`src/rtl/button_conditioner.sv`:
```
// Push-button front end: per-channel 2-FF synchroniser, debounce, press-edge pulse
// and optional hold-to-repeat. All outputs are registered.
//
// state    | meaning
// ---------+-----------------------------------------------------------
// S_IDLE   | released, or pressed on a non-repeat channel
// S_WAIT   | pressed, counting REPEAT_DELAY toward the first repeat pulse
// S_REPEAT | pressed, emitting a pulse every REPEAT_PERIOD cycles
module button_conditioner #(
    parameter int                   N_BUTTONS       = 5,
    parameter int                   DEBOUNCE_CYCLES = 1_000_000,
    parameter int                   REPEAT_DELAY    = 50_000_000,
    parameter int                   REPEAT_PERIOD   = 10_000_000,
    parameter logic [N_BUTTONS-1:0] REPEAT_MASK     = N_BUTTONS'(5'b11110)
) (
    input  logic                 clk,
    input  logic                 rst,
    input  logic [N_BUTTONS-1:0] button_in,
    output logic [N_BUTTONS-1:0] button_pulse,
    output logic [N_BUTTONS-1:0] button_level,
    output logic [N_BUTTONS-1:0] button_held,
    output logic                 any_pulse
);

    localparam int DW   = $clog2(DEBOUNCE_CYCLES + 1);
    localparam int RMAX = (REPEAT_DELAY > REPEAT_PERIOD) ? REPEAT_DELAY : REPEAT_PERIOD;
    localparam int RW   = $clog2(RMAX);

    localparam logic [DW-1:0] DB_TC     = DW'(DEBOUNCE_CYCLES - 1);
    localparam logic [RW-1:0] DELAY_TC  = RW'(REPEAT_DELAY - 1);
    localparam logic [RW-1:0] PERIOD_TC = RW'(REPEAT_PERIOD - 1);

    localparam logic [1:0] S_IDLE   = 2'd0;
    localparam logic [1:0] S_WAIT   = 2'd1;
    localparam logic [1:0] S_REPEAT = 2'd2;

    logic [N_BUTTONS-1:0] pulse_nx_all;

    for (genvar i = 0; i < N_BUTTONS; i++) begin : g_ch
        logic          sync1;
        logic          sync2;
        logic [DW-1:0] cnt;
        logic [DW-1:0] cnt_nx;
        logic          level_q;
        logic          level_nx;
        logic          pulse_q;
        logic          pulse_nx;
        logic          held_q;
        logic          held_nx;
        logic [1:0]    state;
        logic [1:0]    state_nx;
        logic [RW-1:0] rcnt;
        logic [RW-1:0] rcnt_nx;
        logic          accept;
        logic          rise;
        logic          fall;

        always_comb begin
            cnt_nx   = '0;
            level_nx = level_q;
            accept   = 1'b0;
            if (sync2 != level_q) begin
                if (cnt == DB_TC) begin
                    accept   = 1'b1;
                    level_nx = sync2;
                end else begin
                    cnt_nx = cnt + 1'b1;
                end
            end
            rise = accept & sync2;
            fall = accept & ~sync2;

            state_nx = state;
            rcnt_nx  = rcnt;
            pulse_nx = 1'b0;
            case (state)
                S_IDLE: begin
                    if (rise) begin
                        pulse_nx = 1'b1;
                        rcnt_nx  = '0;
                        if (REPEAT_MASK[i]) state_nx = S_WAIT;
                    end
                end
                S_WAIT: begin
                    // A release landing on a repeat edge takes priority.
                    if (fall) begin
                        state_nx = S_IDLE;
                        rcnt_nx  = '0;
                    end else if (rcnt == DELAY_TC) begin
                        pulse_nx = 1'b1;
                        rcnt_nx  = '0;
                        state_nx = S_REPEAT;
                    end else begin
                        rcnt_nx = rcnt + 1'b1;
                    end
                end
                S_REPEAT: begin
                    if (fall) begin
                        state_nx = S_IDLE;
                        rcnt_nx  = '0;
                    end else if (rcnt == PERIOD_TC) begin
                        pulse_nx = 1'b1;
                        rcnt_nx  = '0;
                    end else begin
                        rcnt_nx = rcnt + 1'b1;
                    end
                end
                default: begin
                    state_nx = S_IDLE;
                    rcnt_nx  = '0;
                end
            endcase
            held_nx = (state_nx == S_REPEAT);
        end

        always_ff @(posedge clk or posedge rst) begin
            if (rst) begin
                sync1   <= 1'b0;
                sync2   <= 1'b0;
                cnt     <= '0;
                level_q <= 1'b0;
                pulse_q <= 1'b0;
                held_q  <= 1'b0;
                state   <= S_IDLE;
                rcnt    <= '0;
            end else begin
                sync1   <= button_in[i];
                sync2   <= sync1;
                cnt     <= cnt_nx;
                level_q <= level_nx;
                pulse_q <= pulse_nx;
                held_q  <= held_nx;
                state   <= state_nx;
                rcnt    <= rcnt_nx;
            end
        end

        assign pulse_nx_all[i] = pulse_nx;
        assign button_pulse[i] = pulse_q;
        assign button_level[i] = level_q;
        assign button_held[i]  = held_q;
    end

    // Registered from the same next-state terms so it lines up with button_pulse.
    always_ff @(posedge clk or posedge rst) begin
        if (rst) begin
            any_pulse <= 1'b0;
        end else begin
            any_pulse <= |pulse_nx_all;
        end
    end

endmodule

```
`config.mk`:
```
export PLATFORM = sky130hd
export DESIGN_NAME = button_conditioner
export DESIGN_NICKNAME = d
export VERILOG_FILES = /design/src/rtl/button_conditioner.sv
export SDC_FILE = /design/constraint.sdc
export NUM_CORES = 1
export LEC_CHECK = 0
export CORE_ASPECT_RATIO = 0.7
export CORE_MARGIN = 3
export CORE_UTILIZATION = 45
export CTS_CLUSTER_SIZE = 14
export DETAILED_ROUTE_END_ITERATION = 7
export HOLD_SLACK_MARGIN = 0.12
export PLACE_DENSITY = 0.7
export SLEW_MARGIN = 10
export SYNTH_ARGS = -nofsm -noshare
export SYNTH_HDL_FRONTEND = slang
export SYNTH_SLANG_ARGS = --single-unit
```
`constraint.sdc`:
```
create_clock -name clk -period 12.8 [get_ports clk]
set_input_delay 2.56 -clock clk [delete_from_list [all_inputs] [get_ports clk]]
set_output_delay 2.56 -clock clk [all_outputs]
set_load 0.03 [all_outputs]
```
==> reports/qor.yml <==
worstHoldPathType: "flop to flop"
cpMaxStageDelayCell: "sky130_fd_sc_hd__clkdlybuf4s50_1"
synth_seq_cells: 266
worst_r2r_endpoint: "g_ch[4].rcnt[15]$_DFFE_PP0P_"
slew_headroom_pct: 20.4
placement.setup.worst_slack_ns: 8.00
grt_setup_unrepaired: "false"
vdd_ir_max_uv: 93.9
postCtsHoldBufs: 0
critical_path_arrival_ns: 1.84
finish.net_count: 1532
grt_pass1_vias: 10019
cts_max_path_buffers: 3
postSynth.asyncResetShare_pct: 100
seq_total_area_yosys_pct: 48.1
timing.final.ws_setup_ns: 8.40
required_worst_endpoint_ns: 10.24
gr-total-overflow: 0
setup-violations-final: 0
syn-instance-count: 1486
met1Wirelength_mm: 15.5
cts.sink_count: 266
netlist_top_cells_area: "sky130_fd_sc_hd__dfrtp_1, sky130_fd_sc_hd__xor2_1, sky130_fd_sc_hd__nor2_1"
clk_root_buffer_cell: "sky130_fd_sc_hd__clkbuf_16"
grt_util_all_layers_pct: 17.5
dieWidth_um: 216
static-leakage-power_nw: 6.48
post_route_clock_period_utilization_pct: 34.3
timing.setup.critical_path_class: "flop to output pin"
synthDominantAreaCellType: "sky130_fd_sc_hd__dfrtp_1"
fin_area_um2: 15400
timing.critical_path.max_delay_family: "buffers and inverters"
synth_area_per_cell_um2: 9.32
detail_route.wl_per_cell_um: 15.1
gp_congestion: 0.870
mappedNetlistNets: 1523
io-pin-count: 23
grt_first_pass_wirelength_mm: 49.8
number_of_h_tree_levels: 1
antenna-diode-count: 0
clock_transition_at_the_register_clock_pins_on_the_worst_setup_and_hold_paths_after_cts_ns: 0.06
dp_hpwl_mm: 19.7
buffer_ports.inserted: 22
edff_count_synth: 0
regToRegSetupSlack_ns: 9.03
cp_cell_sequence: "clkdlybuf4s50_1"
postCtsSetupBuffers: 0
number_of_cts_inserted_buffers: 27
worstSetupEndpointType: "output pin"
area_growth_pct: 11.0
initial_core_util_pct: 45.9
holdCritStartpoint: "g_ch[2].sync1$_DFF_PP0_"
timing.max_cap.violations: 0
netlist.area_leader.share_pct: 48.1
cp_max_fo: 8
hold_violations: 0
clk-insertion-delay-late_ns: 0.56
first_pass_iters: 7
floorplan.die.height_um: 153
final_period_minus_worst_setup_slack_ns: 4.40
setup.worst_path.start_class: "flop"
tightestPinTransition_ns: 1.19
remaining_drc_errors: 0
worst_hold_path.num_cells: 0
fin_skew_ns: 0.0214
cts_tree: "done"
wl_met3_mm: 1.17
maxUsedRoutingLayer: "met4"
crit-reg2reg-launch: "g_ch[4].rcnt[16]$_DFFE_PP0P_"
cp_num_buf_inv: 1
routed-wl-met2_mm: 11.9
synth_flop_cell: "sky130_fd_sc_hd__dfrtp_1"
drt.antenna.violating_nets: 0
ctsResizeCount: 0
detailroute.via_count: 10722
timing_max_transition_violations_final: 0
r2r_cells: 6
synth.lib_cells_used.distinct: 62
synth_area_um2: 13900
vias_per_cell: 5.57
slowest_delay_ns: 0.78
timing.hold.worst_endpoint: "g_ch[2].sync2$_DFF_PP0_"
fp.coreArea_um2: 30200
dieArea_um2: 33000
achievable-frequency_mhz: 227
result_of_the_run: "finished clean"
route.final.wire_length_mm: 29.1
timing.setup.tns_ns: 0
power_density_nw_per_um2: 113
drtIter0Drc: 757
yosysWarnings: 0
post_route_cells_drive_above_1_share_pct: 5.16
placed_cell_area_um2: 14400
num_rows: 53
grt_max_degree: 117
antenna_found_initial: 2
-- sequential cells by signal (all words and copies together) (netlist names) --
name,count
g_ch.level_q,5
g_ch.sync1,5
g_ch.sync2,5
any_pulse,1
g_ch.pulse_q,5
g_ch.rcnt,130
g_ch.state,10
g_ch.held_q,5
g_ch.cnt,100
-- worst max-delay path by stage --
stage	start	slack [ns]	cells past startpoint	endpoint
after floorplan	rst	2.91	1	any_pulse$_DFF_PP0_
after global placement	rst	8.03	3	g_ch[3].cnt[3]$_DFF_PP0_
after detailed placement	rst	8.00	3	g_ch[3].cnt[7]$_DFF_PP0_
after CTS	g_ch[4].level_q$_DFFE_PP0N_	8.38	1	button_level[4]
after global routing	rst	8.35	3	g_ch[3].cnt[6]$_DFF_PP0_
final	g_ch[4].level_q$_DFFE_PP0N_	8.40	1	button_level[4]
-- logic make-up (layout without fill, tap and decap cells) --
logic type	after synthesis	count (layout)	share of synthesized area, %
and+or+nand+nor	739	739	27.4
DFF	266	266	48.1
AOI/OAI and AO/OA	207	207	9.15
xor gates and xnor gates	150	150	9.49
buffers and inverters	89	116	2.84
adders and majority gates	30	30	2.71
muxes	5	5	0.388
-- cell type report --
class | instances | area [um^2]
fill | 2736 | 14800
tap | 412 | 515
sequential | 266 | 6660
clock buffer | 36 | 759
multi-input combinational | 1131 | 6800
clock inverter | 11 | 206
inverter | 38 | 150
timing repair buffer | 31 | 288
-- power breakdown --
| part | switching, mW | internal (mW) | leakage, nW |
|---|---|---|---|
| Sequential | 0.00544 | 0.846 | 3.68 |
| Combinational | 0.0245 | 0.00672 | 2.33 |
| Clock | 0.340 | 0.519 | 0.468 |
-- layer usage --
layer  GRT usage [%]  vias to the layer above
li1                -                     5274
met1            28.3                     5204
met2            25.0                      208
met3            2.39                       36
met4            3.58                        0
met5               0                        -
-- per-stage QoR --
step | total power [mW] | hold WS, ns | std cells | utilization, %
floorplan | 0.888 | 0.331 | 1486 | -
global placement | 0.899 | 0.332 | 1878 | 47.8
detailed placement | 0.900 | 0.337 | 1878 | 47.8
CTS | 1.77 | 0.351 | 1925 | 51.0
global route | 1.80 | 0.362 | 1925 | 51.0
finish | 1.74 | 0.348 | 1925 | 51.0
-- cells in the mapped netlist (6+ instances only) --
cell                       number
sky130_fd_sc_hd__a21oi_1       37
sky130_fd_sc_hd__a31oi_1        6
sky130_fd_sc_hd__and2_1         8
sky130_fd_sc_hd__and3_1        57
sky130_fd_sc_hd__and4_1        13
sky130_fd_sc_hd__buf_4         15
sky130_fd_sc_hd__clkbuf_1      32
sky130_fd_sc_hd__dfrtp_1      266
sky130_fd_sc_hd__ha_1          30
sky130_fd_sc_hd__inv_1         38
sky130_fd_sc_hd__nand2_1      150
sky130_fd_sc_hd__nand2b_1      16
sky130_fd_sc_hd__nand3_1       97
sky130_fd_sc_hd__nand4_1       52
sky130_fd_sc_hd__nand4b_1       6
sky130_fd_sc_hd__nor2_1       198
sky130_fd_sc_hd__nor2b_1       14
sky130_fd_sc_hd__nor3_1        25
sky130_fd_sc_hd__nor4_1        22
sky130_fd_sc_hd__nor4bb_1       9
sky130_fd_sc_hd__o21ai_0       97
sky130_fd_sc_hd__o31ai_1       24
sky130_fd_sc_hd__o41ai_1        8
sky130_fd_sc_hd__or2_2          6
sky130_fd_sc_hd__or3_1         21
sky130_fd_sc_hd__or4_1         11
sky130_fd_sc_hd__or4b_2         8
sky130_fd_sc_hd__xnor2_1       61
sky130_fd_sc_hd__xor2_1        89
-- layout by cell type, fill, tap and decap left out, types with 30 or more instances in the layout --
cell,synthesis,routed
sky130_fd_sc_hd__dfrtp_1,266,266
sky130_fd_sc_hd__nor2_1,198,198
sky130_fd_sc_hd__nand2_1,150,150
sky130_fd_sc_hd__nand3_1,97,97
sky130_fd_sc_hd__o21ai_0,97,96
sky130_fd_sc_hd__xor2_1,89,89
sky130_fd_sc_hd__xnor2_1,61,61
sky130_fd_sc_hd__and3_1,57,57
sky130_fd_sc_hd__nand4_1,52,52
sky130_fd_sc_hd__inv_1,38,37
sky130_fd_sc_hd__a21oi_1,37,37
sky130_fd_sc_hd__ha_1,30,30
No activity file was read; power rests on OpenSTA's default activity.
